`src/rtl/blur_pixel_writer.sv`:
```
`default_nettype none
// ============================================================================
// Module      : blur_pixel_writer
// Description : Write-back stage for blurred pixels: input FIFO, col/row and
//               linear address generation, write strobes, frame-done pulse.
// Revision    : 1.0 - initial release
// ============================================================================
module blur_pixel_writer #(
  parameter int IMG_WIDTH  = 31,
  parameter int IMG_HEIGHT = 31,
  parameter int PIX_W      = 8,
  parameter int FIFO_DEPTH = 4,
  parameter int ADDR_W     = 10
) (
  input  logic              clk,
  input  logic              rst,
  input  logic              start,
  input  logic              in_valid,
  input  logic [PIX_W-1:0]  in_data,
  output logic              in_ready,
  input  logic              wr_stall,
  output logic              wr_en,
  output logic [ADDR_W-1:0] wr_addr,
  output logic [PIX_W-1:0]  wr_data,
  output logic [7:0]        col,
  output logic [7:0]        row,
  output logic              busy,
  output logic              done
);

  localparam int c_PTR_W = $clog2(FIFO_DEPTH);
  localparam int c_TOTAL = IMG_WIDTH * IMG_HEIGHT;
  localparam int c_CNT_W = $clog2(c_TOTAL + 1);

  typedef enum logic [1:0] {
    S_IDLE = 2'd0,
    S_RUN  = 2'd1,
    S_DONE = 2'd2
  } state_t;

  state_t r_state, w_state_next;
  logic   w_start_frame;

  logic [PIX_W-1:0]   r_mem [FIFO_DEPTH];
  logic [c_PTR_W:0]   r_wptr, r_rptr;
  logic [c_CNT_W-1:0] r_acc;
  logic [ADDR_W-1:0]  r_addr;
  logic [7:0]         r_col, r_row;
  logic               r_wr_en, r_done;
  logic [ADDR_W-1:0]  r_wr_addr;
  logic [PIX_W-1:0]   r_wr_data;

  logic w_empty, w_full, w_push, w_pop, w_last, w_in_ready;

  // Extra pointer MSB distinguishes full from empty when the indices match.
  assign w_empty = (r_wptr == r_rptr);
  assign w_full  = (r_wptr[c_PTR_W] != r_rptr[c_PTR_W]) &&
                   (r_wptr[c_PTR_W-1:0] == r_rptr[c_PTR_W-1:0]);

  assign w_in_ready = (r_state == S_RUN) && !w_full && (r_acc < c_CNT_W'(c_TOTAL));
  assign w_push     = in_valid && w_in_ready;
  assign w_pop      = (r_state == S_RUN) && !w_empty && !wr_stall;
  assign w_last     = (r_col == 8'(IMG_WIDTH - 1)) && (r_row == 8'(IMG_HEIGHT - 1));

  always_comb begin
    w_state_next  = r_state;
    w_start_frame = 1'b0;
    case (r_state)
      S_IDLE: begin
        if (start) begin
          w_state_next  = S_RUN;
          w_start_frame = 1'b1;
        end
      end
      S_RUN: begin
        if (w_pop && w_last) w_state_next = S_DONE;
      end
      S_DONE:  w_state_next = S_IDLE;
      default: w_state_next = S_IDLE;
    endcase
  end

  always_ff @(posedge clk) begin
    if (!rst) begin
      r_state   <= S_IDLE;
      r_wptr    <= '0;
      r_rptr    <= '0;
      r_acc     <= '0;
      r_addr    <= '0;
      r_col     <= '0;
      r_row     <= '0;
      r_wr_en   <= 1'b0;
      r_wr_addr <= '0;
      r_wr_data <= '0;
      r_done    <= 1'b0;
    end else begin
      r_state <= w_state_next;
      r_wr_en <= w_pop;
      r_done  <= (r_state == S_DONE);
      if (w_start_frame) begin
        r_wptr <= '0;
        r_rptr <= '0;
        r_acc  <= '0;
        r_addr <= '0;
        r_col  <= '0;
        r_row  <= '0;
      end else begin
        if (w_push) begin
          r_wptr <= r_wptr + (c_PTR_W + 1)'(1);
          r_acc  <= r_acc + c_CNT_W'(1);
        end
        if (w_pop) begin
          r_rptr    <= r_rptr + (c_PTR_W + 1)'(1);
          r_wr_data <= r_mem[r_rptr[c_PTR_W-1:0]];
          r_wr_addr <= r_addr;
          // Counters stay on the final pixel once the frame is complete.
          if (!w_last) begin
            r_addr <= r_addr + ADDR_W'(1);
            if (r_col == 8'(IMG_WIDTH - 1)) begin
              r_col <= '0;
              r_row <= r_row + 8'd1;
            end else begin
              r_col <= r_col + 8'd1;
            end
          end
        end
      end
    end
  end

  always_ff @(posedge clk) begin
    if (w_push) r_mem[r_wptr[c_PTR_W-1:0]] <= in_data;
  end

  assign in_ready = w_in_ready;
  assign wr_en    = r_wr_en;
  assign wr_addr  = r_wr_addr;
  assign wr_data  = r_wr_data;
  assign col      = r_col;
  assign row      = r_row;
  assign busy     = (r_state != S_IDLE);
  assign done     = r_done;

endmodule
`default_nettype wire

```
`config.mk`:
```
export PLATFORM = sky130hd
export DESIGN_NAME = blur_pixel_writer
export DESIGN_NICKNAME = d
export VERILOG_FILES = /design/src/rtl/blur_pixel_writer.sv
export SDC_FILE = /design/constraint.sdc
export NUM_CORES = 1
export LEC_CHECK = 0
export CORE_MARGIN = 2
export CORE_UTILIZATION = 55
export DETAILED_ROUTE_END_ITERATION = 8
export GPL_ROUTABILITY_DRIVEN = 0
export HOLD_SLACK_MARGIN = 0.03
export PLACE_DENSITY = 0.75
export SYNTH_ARGS = -nofsm -noshare
export SYNTH_HDL_FRONTEND = slang
export SYNTH_SLANG_ARGS = --single-unit
```
`constraint.sdc`:
```
create_clock -name clk -period 2.5 [get_ports clk]
set_input_delay 0.5 -clock clk [delete_from_list [all_inputs] [get_ports clk]]
set_output_delay 0.5 -clock clk [all_outputs]
set_load 0.03 [all_outputs]
```
After elaboration in Yosys (flattened, before gate mapping)
Memories as Yosys holds them, arrays and structs flattened. A register that Yosys moved wholly into a read port is not among the register bits.
Cells that the tools add are included.
Word-level totals
  register bits after elaboration: 56
  latch bits: 0
  RAM bits: 32
  bits in read-only memories: 0
  bits of input ports: 13
  output and inout bits: 38
  word-level logic and storage cells: 57
  memories: 1
Memories
  r_mem: words 4, width 8, rd ports 1, clocked after Yosys merged registers in 1, write ports 1, line 44  | logic [PIX_W-1:0] r_mem [FIFO_DEPTH];
Operators by class
  add/subtract/negate cells: 6
  multipliers: 0
  divide/modulo/power cells: 0
  order comparisons: 1
  equality and inequality tests: 9
  shift-type cells: 0
  multiplexer cells: 8
  bitwise operators: 3
  reduce and logical (&&, ||, !) cells: 19
Operators with widths (count)
  10-bit by 1-bit adder with 10-bit output (second input constant): 2
  8-bit by 1-bit adder with 8-bit output (second input constant): 2
  8-bit by 5-bit equality test with 1-bit output (second input constant): 2
  10-bit < comparator (second input constant): 1
  1-bit logical AND: 8
  8-bit two-way mux: 1
  3-bit by 1-bit adder with 3-bit output (second input constant): 2
  2-bit AND reduction: 3
  1-bit zero test: 4
  1-bit two-way mux: 4
  2-bit two-way mux: 2
  2-bit one-hot mux with 2 select lines: 1
  3-bit equality test: 1
  1-bit inverter: 3
  3-bit AND reduction: 1
  2-bit by 1-bit equality test with 1-bit output (second input constant): 1
  2-bit equality test: 1
  2-bit equality test (second input constant): 1
  2-bit zero test: 1
  2-bit by 1-bit inequality test with 1-bit output (second input constant): 1
  2-bit inequality test (second input constant): 1
  2-bit nonzero test: 1
  2-bit OR reduction: 1
  1-bit inequality test: 1

Depth between registers and ports, before layout
  word-level depth: 8
  depth in mapped cells: 8
  mapped depth without buffers: 7

Least setup slack after synthesis
OpenSTA, ideal clock, no wires.
  kind: register to register
  from: register r_col[1] (netlist: col[1])
  to: register r_row[6] (netlist: row[6])
  library setup time: 0.070 ns
  arrival time: 2.037 ns
  required time: 2.430 ns
  setup slack: 0.393 ns
  stages on the path, launching flop included: 8
  path buffers: 1
  clock period less this slack: 2.107 ns
  cells stage by stage: dfxtp_1 -> ha_1 -> nand4_1 -> nor4_4 -> nand3_1 -> buf_2 -> or3_1 -> a21oi_1
On the way
  cells in the longest elaborated chain, start to end: 4
Ends and longest elaborated chain
  start: declaration: line 48  | logic [7:0] r_col, r_row;
  start signal: assignment: line 123  | r_col <= r_col + 8'd1;
  8-bit by 5-bit equality test with 1-bit output *: line 63, 119
  1-bit logical AND: line 63  | assign w_last = (r_col == 8'(IMG_WIDTH - 1)) && (r_row == 8'(IMG_HEIGHT - 1));
  1-bit inverter (no line)
  3-bit AND reduction (no line) *
  end signal: assignment: line 121  | r_row <= r_row + 8'd1;
  end: declaration: line 48
Every way passes the cells marked *; elsewhere a longest branch is shown, timed or not.
A chain may end at the register's enable or synchronous reset.

Worst setup path after layout
  from: register r_wptr[1]
  to: output in_ready
On the way
  cells in the longest elaborated chain, start to end: 5
Ends and longest elaborated chain
  start: declaration: line 45  | logic [c_PTR_W:0] r_wptr, r_rptr;
  start signal: assignment: line 109  | r_wptr <= r_wptr + (c_PTR_W + 1)'(1);
  2-bit equality test: line 58  | (r_wptr[c_PTR_W-1:0] == r_rptr[c_PTR_W-1:0]);
  1-bit logical AND: line 57  | assign w_full = (r_wptr[c_PTR_W] != r_rptr[c_PTR_W]) &&
  1-bit zero test: line 60  | assign w_in_ready = (r_state == S_RUN) && !w_full && (r_acc < c_CNT_W'(c_TOTAL));
  1-bit logical AND (2 in series): line 60
  end: declaration: line 20  | output logic in_ready,
No other way between the ends.

==> run summary <==
Core box area: 0.00729 mm²
CTS tree: done
All-layer global routing usage: 0.216
MaxCap Viol Count: 0
Syn Std Cell Area: 0.00415 mm²
Chip width: 90.8 µm
Post-DP HPWL: 6180 µm
Syn nets: 407
FMAX: 428 MHz
Number of port buffers: 50
Final setup fails: 0
Period Utilization, post-route: 0.934
IO Pins: 51
Sum of negative setup slack: 0 ps
Most used DFF post-synth: dfxtp_1
Fillers: 578
Lkg Pwr: 0.00162 µW
Synth-to-Final Area Change: 20.9%
Dpl cell area: 0.00480 mm²
Share of layout cells above drive strength 1: 0.0899
Setup bufs post-CTS: 0
Final WL: 8520 µm
CP Max Fanout: 6
Clock sink count: 96
Slew Viols, Final: 0
Diodes inserted: 0
Final net count: 465
Multi-input logic area: 0.00180 mm²
VDD IR max: 0.383 mV
Slew HR: 0.690
Worst skew pair latency: 360 ps
Leading area contributor after synthesis: dfxtp_1
Root buffer selected by CTS: clkbuf_8
Vias: 3,040
Post-synth top cells: 64 x dfxtp_1, 57 x nand2_1, 32 x edfxtp_1, 28 x nor2_1, 19 x a21oi_1
Starting Density: 0.569
CP Class: flop to primary output
Area contributors post-synth: dfxtp_1 31%, edfxtp_1 23%, nand2_1 5.2%
Worst min path class: flop to flop
DRC errors left: 0
Die area: 0.00825 mm²
Remaining Overflow, GRT: 0
Rows: 31
Initial DRT Pass Iterations: 4
DRT iter0 DRCs: 118
Yosys top cell area share: 0.309
Synth Register Bits: 96
TritonCTS buffer count: 9
Vias in the first global route: 2,961
Largest net degree at the start of global routing: 23
Number of synthesized flops with an enable pin: 32
Slew @ Worst Pin: 462 ps
Post-layout util: 0.688
# hold bufs at CTS: 0
Die height: 90.8 µm
Crit path time final: 2330 ps
Post-CTS sizing: 0
Register area share after synthesis: 0.541
H-tree depth: 3
Synth unique cells: 50
Startpoint types: flop
Crit path DAT: 1830 ps
Synth Instances: 382
Worst hold slack: 471 ps
Worst Path Required: 2000 ps
Global-route wire length before repair: 14,300 µm
DR WL/cell: 15.7 µm
Status: finished clean
Fin. Hold Viols: 0
RSZ-0062 raised after global routing: no
Yosys warnings: 0
Most numerous cell in the Yosys netlist: dfxtp_1
Async set or reset register ratio after synthesis: 0
Pwr Density: 571 mW/mm²
Post-route cell area: 0.00501 mm²
Syn Area/Cell: 10.9 µm²
Initial antenna violation count: 0
Vias per std cell: 5.59
Routed Antenna Nets: 0
Max Root-Sink Buffers: 2
Reg clk slew, reported paths: 80 ps
Final Skew: 15.6 ps
Reg area: 0.00224 mm²
Crit end category: primary output
layout by cell type, fill, tap and decap left out, types with 2 or more instances in the layout:
cell	n
a211oi_1	5
a21boi_0	18
a21oi_1	19
a311o_1	2
and2_1	6
and3_1	3
and4_1	2
buf_4	14
bufinv_16	2
clkbuf_1	2
clkbuf_8	9
clkdlybuf4s50_1	49
dfxtp_1	64
edfxtp_1	32
ha_1	12
inv_1	10
inv_6	2
mux2i_1	3
mux4_1	5
mux4_2	3
nand2_1	57
nand2b_1	2
nand3_1	12
nand4_1	9
nor2_1	28
nor3_1	2
nor3b_1	3
o211ai_1	3
o21ai_0	6
o21ai_2	2
o31ai_1	7
or2_2	2
or3_1	5
or4_1	7
xnor2_1	14
xor2_1	9
worst max-delay path: stages (launching register included):
cell	delay, ps
dfxtp_1	380
xnor2_1	410
a31oi_1	250
nand2_1	230
inv_1	60
buf_4	160
metrics by stage:
step	total power [µW]	cells	setup slack, ps
global placement	1780	528	187
detailed placement	1790	528	146
global route	2960	544	40.9
CTS	2880	544	177
floorplan	1730	382	393
finish	2860	544	165
per-layer routing:
layer | routed length (µm) | global-route usage | vias up | share of wire
met5 | 0 | 0 | - | 0
met1 | 3800 | 0.277 | 1451 | 0.45
met4 | 120 | 0.0694 | 0 | 0.014
li1 | - | - | 1496 | -
met3 | 345 | 0.0476 | 13 | 0.041
met2 | 4250 | 0.365 | 80 | 0.50
registers in the layout, indices dropped and copies added, names as in the netlist, 2 cells and up:
| name | cells |
|---|---|
| r_wptr | 3 |
| r_mem | 32 |
| r_addr | 10 |
| wr_addr | 10 |
| r_rptr | 3 |
| wr_data | 8 |
| r_acc | 10 |
| col | 8 |
| r_state | 2 |
| row | 8 |
power breakdown:
part           switching (µW)  total [µW]  internal [µW]
combinational            69.7         122           52.6
clock                     538        1110            574
sequential               7.68        1630           1620
total                     616        2860           2250
cell families after synthesis:
logic type,after synthesis,share of synthesized area
buf+inv,26,0.0293
simple gates,144,0.171
flops,96,0.541
xor+xnor,24,0.0525
fa+ha+maj,12,0.0362
mux,11,0.0552
compound gates,69,0.115
worst paths after layout:
check	from	endpoint	slack, ps	cells past startpoint
setup / recovery	r_wptr[1]	in_ready	170	5
hold / removal	r_state[0]	done	470	1
setup reg to reg	row[0]	r_addr[7]	210	8
hold reg to reg	r_state[0]	done	470	1
final cells by class:
type                       instances  area share
clock inverter                     5      0.0172
clock buffer                      11      0.0262
sequential                        96       0.447
timing repair buffer              63       0.119
multi-input combinational        260       0.359
inverter                          10     0.00749
tap                               99      0.0247
Note: power is estimated with default switching activity, not from simulation.
